File: src/rtl/dmem_arbiter_pkg.sv
// dmem_arb_pkg: shared master ids, request record and address range check for the dmem arbiter.
package dmem_arb_pkg;
  localparam logic M0 = 1'b0;
  localparam logic M1 = 1'b1;
  typedef struct packed {
    logic        we;
    logic [31:0] addr;
    logic [31:0] wd;
    logic [3:0]  be;
  } req_t;
  // Unsigned offset compare, so addresses below base wrap high and fall out of range.
  function automatic logic in_range(input logic [31:0] addr, input logic [31:0] base, input int unsigned depth);
    return (addr - base) < 32'(depth * 4);
  endfunction
endpackage

File: src/rtl/dmem_arbiter_if.sv
// dmem_arbiter_if: one requester's handshake and response port onto the dmem arbiter.
interface dmem_arbiter_if;
  logic        req, we, gnt, rvalid, err;
  logic [31:0] addr, wd, rdata;
  logic [3:0]  be;
  modport master(output req, we, addr, wd, be, input gnt, rvalid, rdata, err);
  modport slave(input req, we, addr, wd, be, output gnt, rvalid, rdata, err);
endinterface

File: src/rtl/dmem_arbiter_pick.sv
// dmem_arb_pick: picks the dmem owner for this cycle.
// DMEM_ARB_RR_EN selects round robin; otherwise m0 priority with a starvation guard for m1.
module dmem_arb_pick
  import dmem_arb_pkg::*;
#(
  parameter int unsigned MAX_BURST = 4,
  parameter int unsigned CW        = 3
) (
  input  logic [1:0]    req,
  input  logic          last_gnt,
  input  logic [CW-1:0] burst_cnt,
  output logic          sel
);
`ifdef DMEM_ARB_RR_EN
  assign sel = &req ? ~last_gnt : req[1];
`else
  // The counter only reaches MAX_BURST straight after an m0 grant.
  assign sel = &req ? (burst_cnt == CW'(MAX_BURST) && last_gnt == M0) : req[1];
`endif
endmodule

File: src/rtl/dmem_arbiter.sv
// dmem_arbiter: shares the single-port dmem between m0 (MEM stage) and m1 (DMA/debug).
// Define DMEM_ARB_RR_EN for round-robin arbitration instead of m0 priority with MAX_BURST guard.
module dmem_arbiter
  import dmem_arb_pkg::*;
#(
  parameter int unsigned DEPTH_WORDS = 256,
  parameter logic [31:0] BASE_ADDR   = 32'h0000_0000,
  parameter int unsigned MAX_BURST   = 4
) (
  input  logic           clk,
  input  logic           rst_n,
  dmem_arbiter_if.slave  m0,
  dmem_arbiter_if.slave  m1,
  output logic [31:0]    mem_addr,
  output logic [31:0]    mem_wd,
  output logic [3:0]     mem_be,
  output logic           mem_we,
  input  logic [31:0]    mem_rdata
);
  localparam int CW = $clog2(MAX_BURST + 1);
  logic [1:0]    req, gnt, rvalid_q, rvalid_d, err_q, err_d;
  logic          sel, any, ok, last_gnt_q, last_gnt_d;
  logic [CW-1:0] burst_q, burst_d;
  logic [31:0]   rd, rdata0_q, rdata0_d, rdata1_q, rdata1_d;
  req_t          r;
  // Requests are masked in reset so nothing is granted or written.
  assign req = {m1.req, m0.req} & {2{rst_n}};
  dmem_arb_pick #(.MAX_BURST(MAX_BURST), .CW(CW)) u_pick (
    .req       (req),
    .last_gnt  (last_gnt_q),
    .burst_cnt (burst_q),
    .sel       (sel)
  );
  always_comb begin
    any        = |req;
    r          = (sel == M1) ? {m1.we, m1.addr, m1.wd, m1.be} : {m0.we, m0.addr, m0.wd, m0.be};
    ok         = in_range(r.addr, BASE_ADDR, DEPTH_WORDS);
    gnt        = any ? ((sel == M1) ? 2'b10 : 2'b01) : 2'b00;
    mem_addr   = any ? r.addr : '0;
    mem_wd     = any ? r.wd : '0;
    mem_be     = (any && ok) ? r.be : '0;
    mem_we     = any && ok && r.we;
    rd         = ok ? mem_rdata : '0;
    rvalid_d   = gnt & {2{~r.we}};
    err_d      = gnt & {2{~ok}};
    rdata0_d   = rvalid_d[0] ? rd : rdata0_q;
    rdata1_d   = rvalid_d[1] ? rd : rdata1_q;
    last_gnt_d = any ? sel : last_gnt_q;
`ifdef DMEM_ARB_RR_EN
    burst_d    = '0;
`else
    burst_d    = (gnt[0] && req[1]) ? ((burst_q == CW'(MAX_BURST)) ? burst_q : burst_q + 1'b1) : '0;
`endif
  end
  always_ff @(posedge clk or negedge rst_n) begin
    if (!rst_n) begin
      last_gnt_q <= M0;
      burst_q    <= '0;
      rvalid_q   <= '0;
      err_q      <= '0;
      rdata0_q   <= '0;
      rdata1_q   <= '0;
    end else begin
      last_gnt_q <= last_gnt_d;
      burst_q    <= burst_d;
      rvalid_q   <= rvalid_d;
      err_q      <= err_d;
      rdata0_q   <= rdata0_d;
      rdata1_q   <= rdata1_d;
    end
  end
  assign m0.gnt    = gnt[0];
  assign m1.gnt    = gnt[1];
  assign m0.rvalid = rvalid_q[0];
  assign m1.rvalid = rvalid_q[1];
  assign m0.err    = err_q[0];
  assign m1.err    = err_q[1];
  assign m0.rdata  = rdata0_q;
  assign m1.rdata  = rdata1_q;
endmodule
File: src/flat_wrapper.sv
// flat-port wrapper written by rule: the top's interface ports become plain ports
module dmem_arbiter_flat import dmem_arb_pkg::*;
#(
  parameter int unsigned DEPTH_WORDS = 256,
  parameter logic [31:0] BASE_ADDR   = 32'h0000_0000,
  parameter int unsigned MAX_BURST   = 4
)
  (clk, rst_n, mem_addr, mem_wd, mem_be, mem_we, mem_rdata, m0_req, m0_we, m0_addr, m0_wd, m0_be, m0_gnt, m0_rvalid, m0_rdata, m0_err, m1_req, m1_we, m1_addr, m1_wd, m1_be, m1_gnt, m1_rvalid, m1_rdata, m1_err);
  dmem_arbiter_if m0_i ();
  dmem_arbiter_if m1_i ();
  input  logic clk;
  input  logic rst_n;
  output logic [31:0] mem_addr;
  output logic [31:0] mem_wd;
  output logic [3:0] mem_be;
  output logic mem_we;
  input  logic [31:0] mem_rdata;
  input wire logic [$bits(m0_i.req)-1:0] m0_req;
  input wire logic [$bits(m0_i.we)-1:0] m0_we;
  input wire logic [$bits(m0_i.addr)-1:0] m0_addr;
  input wire logic [$bits(m0_i.wd)-1:0] m0_wd;
  input wire logic [$bits(m0_i.be)-1:0] m0_be;
  output wire logic [$bits(m0_i.gnt)-1:0] m0_gnt;
  output wire logic [$bits(m0_i.rvalid)-1:0] m0_rvalid;
  output wire logic [$bits(m0_i.rdata)-1:0] m0_rdata;
  output wire logic [$bits(m0_i.err)-1:0] m0_err;
  input wire logic [$bits(m1_i.req)-1:0] m1_req;
  input wire logic [$bits(m1_i.we)-1:0] m1_we;
  input wire logic [$bits(m1_i.addr)-1:0] m1_addr;
  input wire logic [$bits(m1_i.wd)-1:0] m1_wd;
  input wire logic [$bits(m1_i.be)-1:0] m1_be;
  output wire logic [$bits(m1_i.gnt)-1:0] m1_gnt;
  output wire logic [$bits(m1_i.rvalid)-1:0] m1_rvalid;
  output wire logic [$bits(m1_i.rdata)-1:0] m1_rdata;
  output wire logic [$bits(m1_i.err)-1:0] m1_err;
  assign m0_i.req = m0_req;
  assign m0_i.we = m0_we;
  assign m0_i.addr = m0_addr;
  assign m0_i.wd = m0_wd;
  assign m0_i.be = m0_be;
  assign m0_gnt = m0_i.gnt;
  assign m0_rvalid = m0_i.rvalid;
  assign m0_rdata = m0_i.rdata;
  assign m0_err = m0_i.err;
  assign m1_i.req = m1_req;
  assign m1_i.we = m1_we;
  assign m1_i.addr = m1_addr;
  assign m1_i.wd = m1_wd;
  assign m1_i.be = m1_be;
  assign m1_gnt = m1_i.gnt;
  assign m1_rvalid = m1_i.rvalid;
  assign m1_rdata = m1_i.rdata;
  assign m1_err = m1_i.err;
  dmem_arbiter #(.DEPTH_WORDS(DEPTH_WORDS), .BASE_ADDR(BASE_ADDR), .MAX_BURST(MAX_BURST)) u_core (.clk(clk), .rst_n(rst_n), .m0(m0_i), .m1(m1_i), .mem_addr(mem_addr), .mem_wd(mem_wd), .mem_be(mem_be), .mem_we(mem_we), .mem_rdata(mem_rdata));
endmodule
File: config.mk
export PLATFORM = sky130hd
export DESIGN_NAME = dmem_arbiter_flat
export DESIGN_NICKNAME = d
export VERILOG_FILES = /design/src/rtl/dmem_arbiter_pkg.sv /design/src/rtl/dmem_arbiter_if.sv /design/src/rtl/dmem_arbiter_pick.sv /design/src/rtl/dmem_arbiter.sv /design/src/flat_wrapper.sv
export SDC_FILE = /design/constraint.sdc
export NUM_CORES = 1
export LEC_CHECK = 0
export ABC_CLOCK_PERIOD_IN_PS = 5450
export BUFFER_PORTS_ARGS = -buffer_cell sky130_fd_sc_hd__buf_2
export CAP_MARGIN = 20
export CORE_AREA = 2 2 123 125
export DETAILED_ROUTE_END_ITERATION = 16
export DIE_AREA = 0 0 125 127
export GPL_TIMING_DRIVEN = 0
export HOLD_SLACK_MARGIN = 0.05
export SYNTH_ARGS = -nofsm -noshare
export SYNTH_HDL_FRONTEND = slang
export SYNTH_SLANG_ARGS = --single-unit
File: constraint.sdc
create_clock -name clk -period 5.45 [get_ports clk]
set_input_delay 1.09 -clock clk [delete_from_list [all_inputs] [get_ports clk]]
set_output_delay 1.09 -clock clk [all_outputs]
set_load 0.01 [all_outputs]
# --- After elaboration in Yosys (flattened, before gate mapping) ---
# Index checks and enable logic that the tools add are counted.
word_totals:
  register_bits: 72
  inputBits: 174
  output_inout_bits: 139
classes:
  n_addsub: 1
  order_cmp: 1
  n_eq_ne: 2
  mux: 10
  bitwise: 6
  reduce_logical: 6
op_table:
  columns: ["cell", "n"]
  rows:
  - ["32-bit 2-to-1 mux", 3]
  - ["69-bit 2-to-1 mux", 1]
  - ["32-bit by 11-bit less-than comparator with 1-bit output, second input constant", 1]
  - ["2-bit AND", 3]
  - ["3-bit 2-to-1 mux", 2]
  - ["1-bit logical AND", 4]
  - ["2-bit 2-to-1 mux", 2]
  - ["4-bit 2-to-1 mux", 1]
  - ["3-bit by 1-bit adder with 3-bit output, second input constant", 1]
  - ["3-bit equality test, second input constant", 1]
  - ["1-bit inverter", 3]
  - ["2-bit != test, second input constant", 1]
  - ["2-bit AND reduction", 1]
  - ["2-bit OR reduction", 1]
  - ["1-bit 2-to-1 mux", 1]

# --- Longest topological paths before layout ---
# Gate-level depths: netlist (run 1).
logic_depth:
  depth_word: 7
  depth_mapped: 10
  mapped_depth_nobuf: 7

# --- Modules after synthesis ---
# Synthesis (run 1) repeated with hierarchy kept, for this count alone.
hier_totals:
  cells_unflattened: 431
  area_unflattened_um2: 4267.8
modules_own_cells:
  columns: ["mod", "instances", "cells_each", "area_per_inst_um2", "seq_area_each_um2"]
  rows:
  - ["dmem_arbiter", 1, 429, 4250.3, 1801.7]
  - ["dmem_arb_pick", 1, 2, 17.5, 0.0]

# --- Worst setup path after synthesis (run 1) ---
# OpenSTA, ideal clock, no wires.
synth_timing:
  kind: "input-to-output"
  startpoint: "in m1_addr[13]"
  endpoint: "out mem_be[0]"
  t_arrival_ns: 2.358
  path_slack_ns: 2.002
  stages: 4
  cell_sequence: "or4_1 -> a211oi_1 -> nand3_1 -> a21oi_1"
synth_between:
  elab_chain_cells: 4
synth_rtl:
  columns: ["item", "line_no", "source"]
  rows:
  - ["start: declaration", "flat_wrapper.sv:29", "input wire logic [$bits(m1_i.addr)-1:0] m1_addr;"]
  - ["69-bit 2-to-1 mux", "dmem_arbiter.sv:36", "r = (sel == M1) ? {m1.we, m1.addr, m1.wd, m1.be} : {m0.we, m0.addr, m0.wd, m0.be};"]
  - ["32-bit by 11-bit less-than comparator with 1-bit output", "dmem_arbiter_pkg.sv:13", "return (addr - base) < 32'(depth * 4);"]
  - ["1-bit logical AND", "dmem_arbiter.sv:41", "mem_be = (any && ok) ? r.be : '0;"]
  - ["4-bit 2-to-1 mux", "dmem_arbiter.sv:41", null]
  - ["end: declaration", "flat_wrapper.sv:15", "output logic [3:0] mem_be;"]
# No other way between the ends.

# --- Worst setup path in the final report (run 1) ---
layout_timing:
  startpoint: "in m0_addr[13]"
  endpoint: "out mem_be[2]"
layout_between:
  elab_chain_cells: 4
layout_rtl:
  columns: ["item", "line_no", "source"]
  rows:
  - ["start: declaration", "flat_wrapper.sv:20", "input wire logic [$bits(m0_i.addr)-1:0] m0_addr;"]
  - ["69-bit 2-to-1 mux", "dmem_arbiter.sv:36", null]
  - ["32-bit by 11-bit less-than comparator with 1-bit output", "dmem_arbiter_pkg.sv:13", null]
  - ["1-bit logical AND", "dmem_arbiter.sv:41", null]
  - ["4-bit 2-to-1 mux", "dmem_arbiter.sv:41", null]
# No other way between the ends.

==> results of run 1 <==
==> report_power, final <==
part / switching (uW) / internal, uW / total (uW)
clock: 232 / 403 / 635
sequential: 1.07 / 537 / 538
combinational: 135 / 96.1 / 231
total: 368 / 1040 / 1400
==> kinds of logic after synthesis <==
family	Yosys count	share of synthesized area, %
simple gates	280	31.6
xor+xnor	1	0.217
mux	1	0.372
flops	72	44.6
fa+ha+maj	2	0.620
buf+inv	56	6.88
compound gates	100	15.7
==> worst max-delay path, delay by kind of cell <==
family          cells  cell delay, ns
compound gates      1            0.20
buf+inv             4            1.03
simple gates        2            0.80
==> worst max path at each step <==
stage,from,to,slack [ns],depth (start not counted)
finish,m0_addr[13],mem_be[2],1.24,7
global placement,rst_n,mem_addr[1],0.38,10
detailed placement,m0_addr[13],mem_be[2],1.25,7
global route,m0_addr[13],mem_be[2],1.09,7
floorplan,m1_addr[13],mem_be[0],2.00,4
CTS,m0_addr[13],mem_be[2],1.25,7
==> stage by stage <==
stage | utilization [%] | power, uW | std cells | setup WS, ns
after global routing | 42.8 | 1460 | 1024 | 1.09
after detailed placement | 40.6 | 782 | 1008 | 1.25
final | 42.8 | 1400 | 1024 | 1.24
after global placement | 40.4 | 778 | 1007 | 0.379
after CTS | 42.8 | 1420 | 1024 | 1.25
after floorplan | - | 636 | 512 | 2.00
==> sequential cells by signal (all words and copies together) (netlist names) <==
| name | flops |
|---|---|
| u_core.m1.rdata | 32 |
| u_core.burst_q | 3 |
| u_core.rvalid_q | 2 |
| u_core.err_q | 2 |
| u_core.m0.rdata | 32 |
| u_core.last_gnt_q | 1 |
==> cells in the final DEF (no fill, tap or decap), types with 2 or more instances in the layout <==
cell type and n:
nand2_1 168, inv_2 2, nand4_1 38, dfrtp_1 72
nor4_1 7, o21a_1 2, or4_1 2, nor2_1 7
o21ai_1 16, clkbuf_1 18, bufinv_16 2, buf_8 3
and4_1 3, buf_1 7, a21oi_1 29, buf_2 330
inv_1 5, clkbuf_16 9, clkinv_4 3, o21ai_0 18
nand3_1 48, a22o_1 32, nand3b_1 2, ha_1 2
a211oi_1 2
==> routing by layer <==
metal	global-route usage (%)	part of all wire (%)	wire, um	vias to the layer above
li1	-	-	-	2436
met1	25.2	40	7130	2286
met2	39.2	51	8970	212
met3	5.78	7.9	1400	18
met4	5.16	1.4	254	0
met5	0	0	0	-
==> cell type report <==
type                       instances  area, um^2
multi-input combinational        384        1960
inverter                           7        26.3
clock buffer                      10         229
timing repair buffer             312        1590
sequential                        72        1800
tap                              184         230
clock inverter                     6        93.8
fill                            1540        8250
buffer                            49         251
==> out/results.tsv, run 1 <==
stage	metric	value	unit
route	wl	17700	um
setup_path	cpPeakStageDelay	0.59	ns
yosys	ys_ff_latch	72	
sta	hold_viol	0	
cts	root_buffer	clkbuf_16	
yosys	synth_nets	688	
yosys	syn_avg_cell_area	7.88	um^2
floorplanning	die_height	127	um
outcome	status	completed	
power_and_ir_drop	p_leak	0.00349	uW
sta	fin_crit_sh	77.3	%
cells_and_area	antenna_cells	0	
yosys	synth-main-ff-cell	dfrtp_1	
yosys	post-synth-top-count-cell	nand2_1	
min_path	hold_start	u_core.m0.rdata[14]$_DFFE_PN0P_	
floorplanning	io-pin-count	313	
route	vias	4952	
yosys	async_reset_ff_share	100	%
sta	min_period	4.21	ns
sta	max_slew_margin	55.0	%
sta	whs	0.477	ns
setup_path	arrival	3.12	ns
sta	rsz0062_at_grt	no	
route	wl_per_cell	17.3	um
route	drc	0	
global_route	antenna_found_initial	0	
setup_path	worstRegToRegCells	9	
setup_path	cp-start-kind	primary input	
yosys	ys_seq_area_share	44.6	%
setup_path	slowest_stage	nor4_1	
place	dpl.hpwl	14400	um
cts	path_clk_slew	0.06	ns
cts	cts_made_buffers	9	
flow_run	cap_violations	0	
yosys	ys_types	32	
floorplanning	die_w	125	um
floorplanning	rows	44	
yosys	syn_area	4040	um^2
yosys	synth_area_leaders	dfrtp_1, nand2_1, a22o_1, nand3_1, nand4_1	
cts	clockBufferDepth	2	
global_route	grt_pass1_vias	4973	
floorplanning	initial_core_util	28.0	%
floorplanning	core_area	14400	um^2
setup_path	worstPathRequired	4.36	ns
route	firstDrtPassIters	4	
global_route	grt_max_degree	47	
route	post_drt_via_cell_ratio	4.84	
power_and_ir_drop	pwr_density_cell	227	nW/um^2
setup_path	path_max_fanout	10	
setup_path	path_common_cell	buf_2	
min_path	hold_depth	2	
floorplanning	die-area	15900	um^2
setup_path	r2r_end	u_core.m0.rdata[31]$_DFFE_PN0P_	
sta	tns	0	ns
setup_path	end_kind	output pin	
place	numPortBuffers	311	
yosys	synth_top_area_share	44.6	%
min_path	hold_class	reg -> reg	
global_route	grt_pass1_wl	27200	um
sta	worstMarginPinSlew	0.668	ns
yosys	synthCells	512	
place	dpl-instance-area	5850	um^2
yosys	synth_edf_count	0	
setup_path	path_class	in -> out	
yosys	ys_top_cells_by_count	nand2_1, dfrtp_1, nand3_1	
setup_path	worstPathCellList	buf_2 > nor4_1 > buf_2 > buf_1 > nand4_1 > a21oi_1 > buf_2	
global_route	grt_use_total	21.5	%
cts	clock-sinks	72	
sta	clock_skew	0.00514	ns
route	drt_iter0_markers	230	
cts	cts-resized-gates	0	
cells_and_area	drive_above_1_share	42.4	%
setup_path	rrSetupSlack	3.16	ns
global_route	gr-total-overflow	0	
power_and_ir_drop	ir_worst_vdd	149	uV
min_path	hold_end	u_core.m0.rdata[14]$_DFFE_PN0P_	
cts	htreeDepth	3	
sta	maxSlewViolCount	0	
yosys	yosys.area.top_type	dfrtp_1	
cells_and_area	finalNetCount	1011	
yosys	ys_warn_count	0	
setup_path	r2r-start	u_core.burst_q[0]$_DFFE_PN0P_	
sta	setup_viol	0	
sta	fmax	237	MHz
route	ant_nets	0	
place	place_congestion	0.872	
cts	hold_buffers	0	
cts	post_cts_buffers	0	
cells_and_area	design_area	6180	um^2
cells_and_area	syn2layout_area_growth	53.0	%
cts	cts_tree	built	
cts	clk_latency	0.33	ns
(Power assumes the default switching activity.)
==> run 2: changes to the inputs <==
- ABC_AREA: default -> 1
- ABC_CLOCK_PERIOD_IN_PS: 5450 -> 3600
- CORE_AREA: 2 2 123 125 -> 2 2 122 124
- DIE_AREA: 0 0 125 127 -> 0 0 124 126
- clock period: 5.45 -> 3.6 ns (I/O delays scaled with it)
==> out/results.tsv, run 2 <==
stage	metric	value	unit	change
cells_and_area	syn2layout_area_growth	53.2	%	was 53.0%
yosys	syn_area	4070	um^2	was 4040 um^2
sta	setup_viol	0		unchanged
yosys	syn_avg_cell_area	7.80	um^2	was 7.88 um^2
place	dpl-instance-area	5900	um^2	was 5850 um^2
route	drt_iter0_markers	342		was 230
yosys	ys_types	24		was 32
cells_and_area	layout_commonest_cell	buf_2		unchanged
global_route	grt_pass1_wl	28400	um	was 27200 um
sta	whs	0.223	ns	was 0.477 ns
place	numPortBuffers	312		was 311
power_and_ir_drop	comb_power_share	17.8	%	was 16.5%
global_route	antenna_found_initial	1		was 0
setup_path	path_max_fanout	10		unchanged
sta	fmax	293	MHz	
cells_and_area	design_area	6240	um^2	was 6180 um^2
cells_and_area	post-route-util	43.6	%	was 42.8%
cts	root_buffer	clkbuf_16		unchanged
flow_run	cap_violations	0		unchanged
cts	path_clk_slew	0.06	ns	about the same
route	drc	0		unchanged
yosys	yosys.area.top_type	dfrtp_1		unchanged
cts	cts_tree	built		unchanged
yosys	synthSimpleGateAreaFrac	35.1	%	was 31.6%
yosys	muxShareOfSynthArea	0	%	was 0.372%
sta	hold_viol	0		unchanged
floorplanning	die_height	126	um	was 127 um
yosys	ys_warn_count	0		unchanged
cts	htreeDepth	3		unchanged
power_and_ir_drop	internal-power	1600	uW	was 1040 uW
global_route	grt_use_total	24.5	%	was 21.5%
power_and_ir_drop	p_leak	0.00389	uW	was 0.00349 uW
power_and_ir_drop	pwr_density_cell	348	nW/um^2	was 227 nW/um^2
yosys	synth_area_leaders	dfrtp_1, nand2_1, nand4_1, a22o_1, buf_4		was dfrtp_1, nand2_1, a22o_1, nand3_1, nand4_1
yosys	async_reset_ff_share	100	%	unchanged
outcome	status	completed		unchanged
sta	max_slew_margin	64.4	%	was 55.0%
cts	clk_latency	0.33	ns	about the same
cts	clockBufferDepth	2		unchanged
cells_and_area	fillers	1556		was 1540
sta	rsz0062_at_grt	no		unchanged
power_and_ir_drop	seqPwrFrac	37.6	%	was 38.3%
floorplanning	die-area	15600	um^2	was 15900 um^2
setup_path	worstPathRequired	2.88	ns	was 4.36 ns
setup_path	path_class	reg -> out		was in -> out
setup_path	cp-start-kind	register		was primary input
sta	maxSlewViolCount	0		unchanged
place	dpl.hpwl	16100	um	was 14400 um
power_and_ir_drop	switching_share	26.3	%	was 26.2%
route	wl	19500	um	was 17700 um
power_and_ir_drop	ir_worst_vdd	213	uV	was 149 uV
floorplanning	die_w	124	um	was 125 um
setup_path	arrival	2.70	ns	was 3.12 ns
yosys	ys_ff_latch	72		unchanged
floorplanning	io-pin-count	313		unchanged
route	wl_per_cell	18.9	um	was 17.3 um
cells_and_area	fin_cells	1035		was 1024
yosys	synth_xor_xnor_area_share	0.430	%	was 0.217%
global_route	grt_pass1_vias	4786		was 4973
power_and_ir_drop	p_clk_share	44.6	%	was 45.2%
cts	cts_made_buffers	9		unchanged
route	post_drt_via_cell_ratio	4.79		was 4.84
sta	fin_crit_sh	94.9	%	
cts	post_cts_buffers	0		unchanged
floorplanning	initial_core_util	28.5	%	was 28.0%
yosys	synth_edf_count	0		unchanged
place	dp.cells	1019		was 1008
yosys	synthCells	522		was 512
route	firstDrtPassIters	5		was 4
yosys	synthAdderAreaFrac	0.614	%	was 0.620%
sta	min_period	3.42	ns	
yosys	ys_top_cells_by_count	nand2_1, dfrtp_1, nand4_1		was nand2_1, dfrtp_1, nand3_1
min_path	hold_class	in -> async		was reg -> reg
yosys	ys_seq_area_share	44.2	%	was 44.6%
cells_and_area	finalNetCount	1022		was 1011
cells_and_area	drive_above_1_share	43.4	%	was 42.4%
yosys	post-synth-top-count-cell	nand2_1		unchanged
yosys	synth_nets	698		was 688
yosys	synth_top_family_by_area	simple AND/OR/NAND/NOR gates		unchanged
cells_and_area	antenna_cells	0		unchanged
cts	clock-sinks	72		unchanged
yosys	synth_compound_area_share	11.5	%	was 15.7%
place	place_congestion	0.969		was 0.872
floorplanning	core_area	14300	um^2	was 14400 um^2
sta	clock_skew	0.00627	ns	was 0.00514 ns
yosys	synth_top_area_share	44.2	%	was 44.6%
yosys	synth-main-ff-cell	dfrtp_1		unchanged
cells_and_area	final_cell_mix	buf_2, nand2_1, dfrtp_1		unchanged
sta	worstMarginPinSlew	0.534	ns	was 0.668 ns
floorplanning	rows	44		unchanged
route	ant_nets	0		unchanged
sta	tns	0	ns	unchanged
global_route	grt_max_degree	58		was 47
global_route	gr-total-overflow	0		unchanged
route	vias	4961		was 4952
setup_path	end_kind	output pin		unchanged
power_and_ir_drop	p_sw	571	uW	was 368 uW
[run 2: power groups by stage]
stage                     Combinational (uW)  Clock [uW]  Sequential, uW
final                                    387         968             815
after CTS                                389         988             815
after global placement                   385           0             829
after floorplan                          155           0             830
after global routing                     421        1020             814
after detailed placement                 388           0             829
[run 2: worst max-delay path, cell delays in order, from the launching register on]
cell      delay [ns]
dfrtp_1         0.38
inv_1           0.09
ha_1            0.18
nand3_1         0.11
nand2_2         0.11
buf_4           0.19
nand3b_1        0.15
nand2_1         0.14
nand2_1         0.06
nor2_1          0.10
nand2_1         0.09
nor2_2          0.14
buf_6           0.17
nand2_2         0.14
nor3_2          0.13
buf_2           0.18
[run 2: cells by family after synthesis]
| logic type | count (synthesis) |
|---|---|
| and+or+nand+nor | 314 |
| DFF | 72 |
| buffers and inverters | 71 |
| AOI/OAI and AO/OA | 61 |
| xor gates and xnor gates | 2 |
| adders and majority gates | 2 |
[run 2: area by class of cell]
type | instances | area (um^2) | share of cell area, %
flip-flops and latches | 72 | 1800 | 28.9
plain buffers | 44 | 241 | 3.87
multi-input cells | 379 | 1950 | 31.2
clock buffers | 11 | 243 | 3.89
well taps | 184 | 230 | 3.69
inverters | 27 | 101 | 1.62
clock inverters | 5 | 80.1 | 1.28
repair buffers | 313 | 1600 | 25.6
[run 2: timing repair]
item                       in CTS  in global routing
setup endpoints to repair       0                 19
resized for setup               0                  9
hold buffers                    0                  0
[run 2: through the flow]
stage / setup WS (ns) / total power [uW]
2_1_floorplan: 0.925 / 985
3_3_place_gp: -1.20 / 1210
3_5_place_dp: 0.0566 / 1220
4_1_cts: 0.0296 / 2190
5_1_grt: 0.0160 / 2260
6_report: 0.184 / 2170
[run 2: routing by layer]
layer  vias to the layer above  share of wire (%)  track usage [%]
li1                       2428                  -                -
met3                        20                8.5             6.61
met2                       223                 48             40.0
met1                      2288                 42             32.2
met4                         2                1.7             6.01
met5                         -              0.082                0
[run 2: final timing paths]
| path | start | slack [ns] | cells after the start | end |
|---|---|---|---|---|
| worst max-delay path | u_core.burst_q[0]$_DFFE_PN0P_ | 0.18 | 15 | mem_be[3] |
| worst min-delay path | rst_n | 0.22 | 1 | u_core.m0.rdata[23]$_DFFE_PN0P_ |
| worst max register to register | u_core.burst_q[0]$_DFFE_PN0P_ | 1.03 | 13 | u_core.m0.rdata[8]$_DFFE_PN0P_ |
| worst min register to register | u_core.m0.rdata[23]$_DFFE_PN0P_ | 0.48 | 2 | u_core.m0.rdata[23]$_DFFE_PN0P_ |
| max in group asynchronous | rst_n | 2.84 | 2 | u_core.m0.rdata[11]$_DFFE_PN0P_ |
| min in group clk | u_core.m0.rdata[23]$_DFFE_PN0P_ | 0.48 | 2 | u_core.m0.rdata[23]$_DFFE_PN0P_ |
==> run 3: changes to the inputs <==
- PLACE_DENSITY: default -> 0.59
==> out/results.tsv, run 3 (same netlist as run 2, synthesis figures left out) <==
stage	metric	value	unit	change
outcome	status	completed		unchanged
setup_path	path_class	in -> out		was reg -> out
route	vias	5050		was 4961
setup_path	arrival	2.72	ns	was 2.70 ns
cts	clockBufferDepth	2		unchanged
sta	rsz0062_at_grt	no		unchanged
floorplanning	core_area	14300	um^2	unchanged
sta	setup_viol	0		unchanged
min_path	hold_class	in -> async		unchanged
power_and_ir_drop	p_leak	0.00397	uW	was 0.00389 uW
setup_path	worstRegToRegCells	13		unchanged
sta	worstMarginPinSlew	0.646	ns	was 0.534 ns
flow_run	cap_violations	0		unchanged
setup_path	cp-start-kind	primary input		was register
sta	tns	0	ns	unchanged
global_route	grt_use_total	23.4	%	was 24.5%
global_route	antenna_found_initial	3		was 1
cts	cts_made_buffers	9		unchanged
setup_path	critical_path.startpoint	rst_n		was u_core.burst_q[0]$_DFFE_PN0P_
route	firstDrtPassIters	5		unchanged
setup_path	rrSetupSlack	1.10	ns	was 1.03 ns
global_route	gr-total-overflow	0		unchanged
cts	path_clk_slew	0.06	ns	about the same
global_route	use_met3	4.71	%	was 6.61%
sta	hold_viol	0		unchanged
setup_path	worstPathRequired	2.88	ns	about the same
route	wl	18700	um	was 19500 um
cts	clock-sinks	72		unchanged
global_route	use_met1	30.4	%	was 32.2%
place	place_congestion	0.905		was 0.969
cts	clk_latency	0.33	ns	about the same
power_and_ir_drop	ir_worst_vdd	211	uV	was 213 uV
route	ant_nets	0		unchanged
cells_and_area	finalNetCount	1025		was 1022
power_and_ir_drop	finalPower	2250	uW	was 2170 uW
cells_and_area	syn2layout_area_growth	56.4	%	was 53.2%
floorplanning	rows	44		unchanged
floorplanning	die_w	124	um	unchanged
floorplanning	die_height	126	um	unchanged
global_route	top_usage_layer	met2		unchanged
place	numPortBuffers	312		unchanged
global_route	grt_max_degree	39		was 58
cts	htreeDepth	3		unchanged
sta	maxSlewViolCount	0		unchanged
cells_and_area	design_area	6370	um^2	was 6240 um^2
floorplanning	io-pin-count	313		unchanged
place	dpl-instance-area	5890	um^2	was 5900 um^2
route	post_drt_via_cell_ratio	4.85		was 4.79
cells_and_area	drive_above_1_share	43.3	%	was 43.4%
cells_and_area	layout_commonest_cell	buf_2		unchanged
power_and_ir_drop	pwr_density_cell	353	nW/um^2	was 348 nW/um^2
route	drc	0		unchanged
sta	clock_skew	0.00428	ns	was 0.00627 ns
setup_path	path_max_fanout	19		was 10
global_route	grt_pass1_vias	4891		was 4786
setup_path	end_kind	output pin		unchanged
cts	cts_tree	built		unchanged
setup_path	r2r_end	u_core.m0.rdata[8]$_DFFE_PN0P_		unchanged
sta	max_slew_margin	56.9	%	was 64.4%
cts	root_buffer	clkbuf_16		unchanged
cells_and_area	fin_cells	1041		was 1035
global_route	grt_pass1_wl	27500	um	was 28400 um
sta	whs	0.200	ns	was 0.223 ns
route	wl_per_cell	17.9	um	was 18.9 um
cells_and_area	final_cell_mix	buf_2, nand2_1, dfrtp_1		unchanged
setup_path	endpoint	mem_be[1]		was mem_be[3]
global_route	grt_use_met2	39.0	%	was 40.0%
place	dpl.hpwl	15100	um	was 16100 um
floorplanning	initial_core_util	28.5	%	unchanged
route	drt_iter0_markers	288		was 342
floorplanning	die-area	15600	um^2	unchanged
place	dp.cells	1019		unchanged
sta	min_period	3.44	ns	was 3.42 ns
sta	fmax	291	MHz	was 293 MHz
cts	hold_buffers	0		unchanged
setup_path	r2r-start	u_core.burst_q[0]$_DFFE_PN0P_		unchanged
sta	fin_crit_sh	95.6	%	was 94.9%
==> run 3: cell types whose count changed in the layout (fill, tap and decap cells not counted), sizes merged <==
cell,before,now
diode,0,3
clkinvlp,2,0
buf,337,338
bufbuf,0,1
bufinv,2,3
clkbuf,31,32
clkinv,1,2
==> run 3: worst max-delay path, cell delays in order <==
cell	delay [ns]
buf_16	0.15
buf_16	0.18
nand2_1	0.09
inv_2	0.07
nand2_2	0.09
buf_2	0.22
nand2_1	0.11
nand2_1	0.05
nor2_1	0.09
nand3_1	0.13
nor2_4	0.18
buf_6	0.17
nand2_4	0.11
nor3_4	0.16
buf_4	0.18
==> run 3: how the worst min path moves through the flow <==
| stage | start | cells past startpoint | endpoint |
|---|---|---|---|
| final | rst_n | 1 | u_core.m0.rdata[21]$_DFFE_PN0P_ |
| after global routing | rst_n | 1 | u_core.m1.rdata[28]$_DFFE_PN0P_ |
| after CTS | rst_n | 1 | u_core.m0.rdata[15]$_DFFE_PN0P_ |
| after detailed placement | u_core.m0.rdata[7]$_DFFE_PN0P_ | 2 | u_core.m0.rdata[7]$_DFFE_PN0P_ |
| after global placement | u_core.m1.rdata[20]$_DFFE_PN0P_ | 2 | u_core.m1.rdata[20]$_DFFE_PN0P_ |
| after floorplan | rst_n | 0 | u_core.burst_q[0]$_DFFE_PN0P_ |
==> run 3: power by group <==
| group | internal [uW] | switching, uW | total [uW] |
|---|---|---|---|
| logic | 169 | 221 | 390 |
| clock network | 696 | 346 | 1040 |
| registers | 813 | 1.10 | 814 |
==> run 3: layout make-up <==
cell class	instances	area (um^2)
antenna	3	7.51
multi-input combinational	379	1960
sequential	72	1800
clock buffer	11	243
tap	184	230
clock inverter	5	104
fill	1546	7940
timing repair buffer	316	1680
inverter	27	101
buffer	44	243
==> run 3: metrics by stage <==
stage | setup slack (ns) | utilization, %
2_1_floorplan | 0.925 | -
3_3_place_gp | -1.30 | 41.0
3_5_place_dp | -0.507 | 41.1
4_1_cts | 0.0220 | 44.2
5_1_grt | 0.00820 | 44.5
6_report | 0.158 | 44.5
==> run 3: repair_timing <==
action | CTS | global route
setup endpoints to repair | 33 | 9
gates cloned | 1 | 1
setup buffers | 1 | 0
resized for setup | 11 | 4
==> run 3: routing by layer <==
layer | vias up | share of wire, % | wire length, um
li1 | 2446 | - | -
met1 | 2356 | 42 | 7890
met2 | 217 | 49 | 9170
met3 | 29 | 6.4 | 1200
met4 | 2 | 2.1 | 394
met5 | - | 0.070 | 13
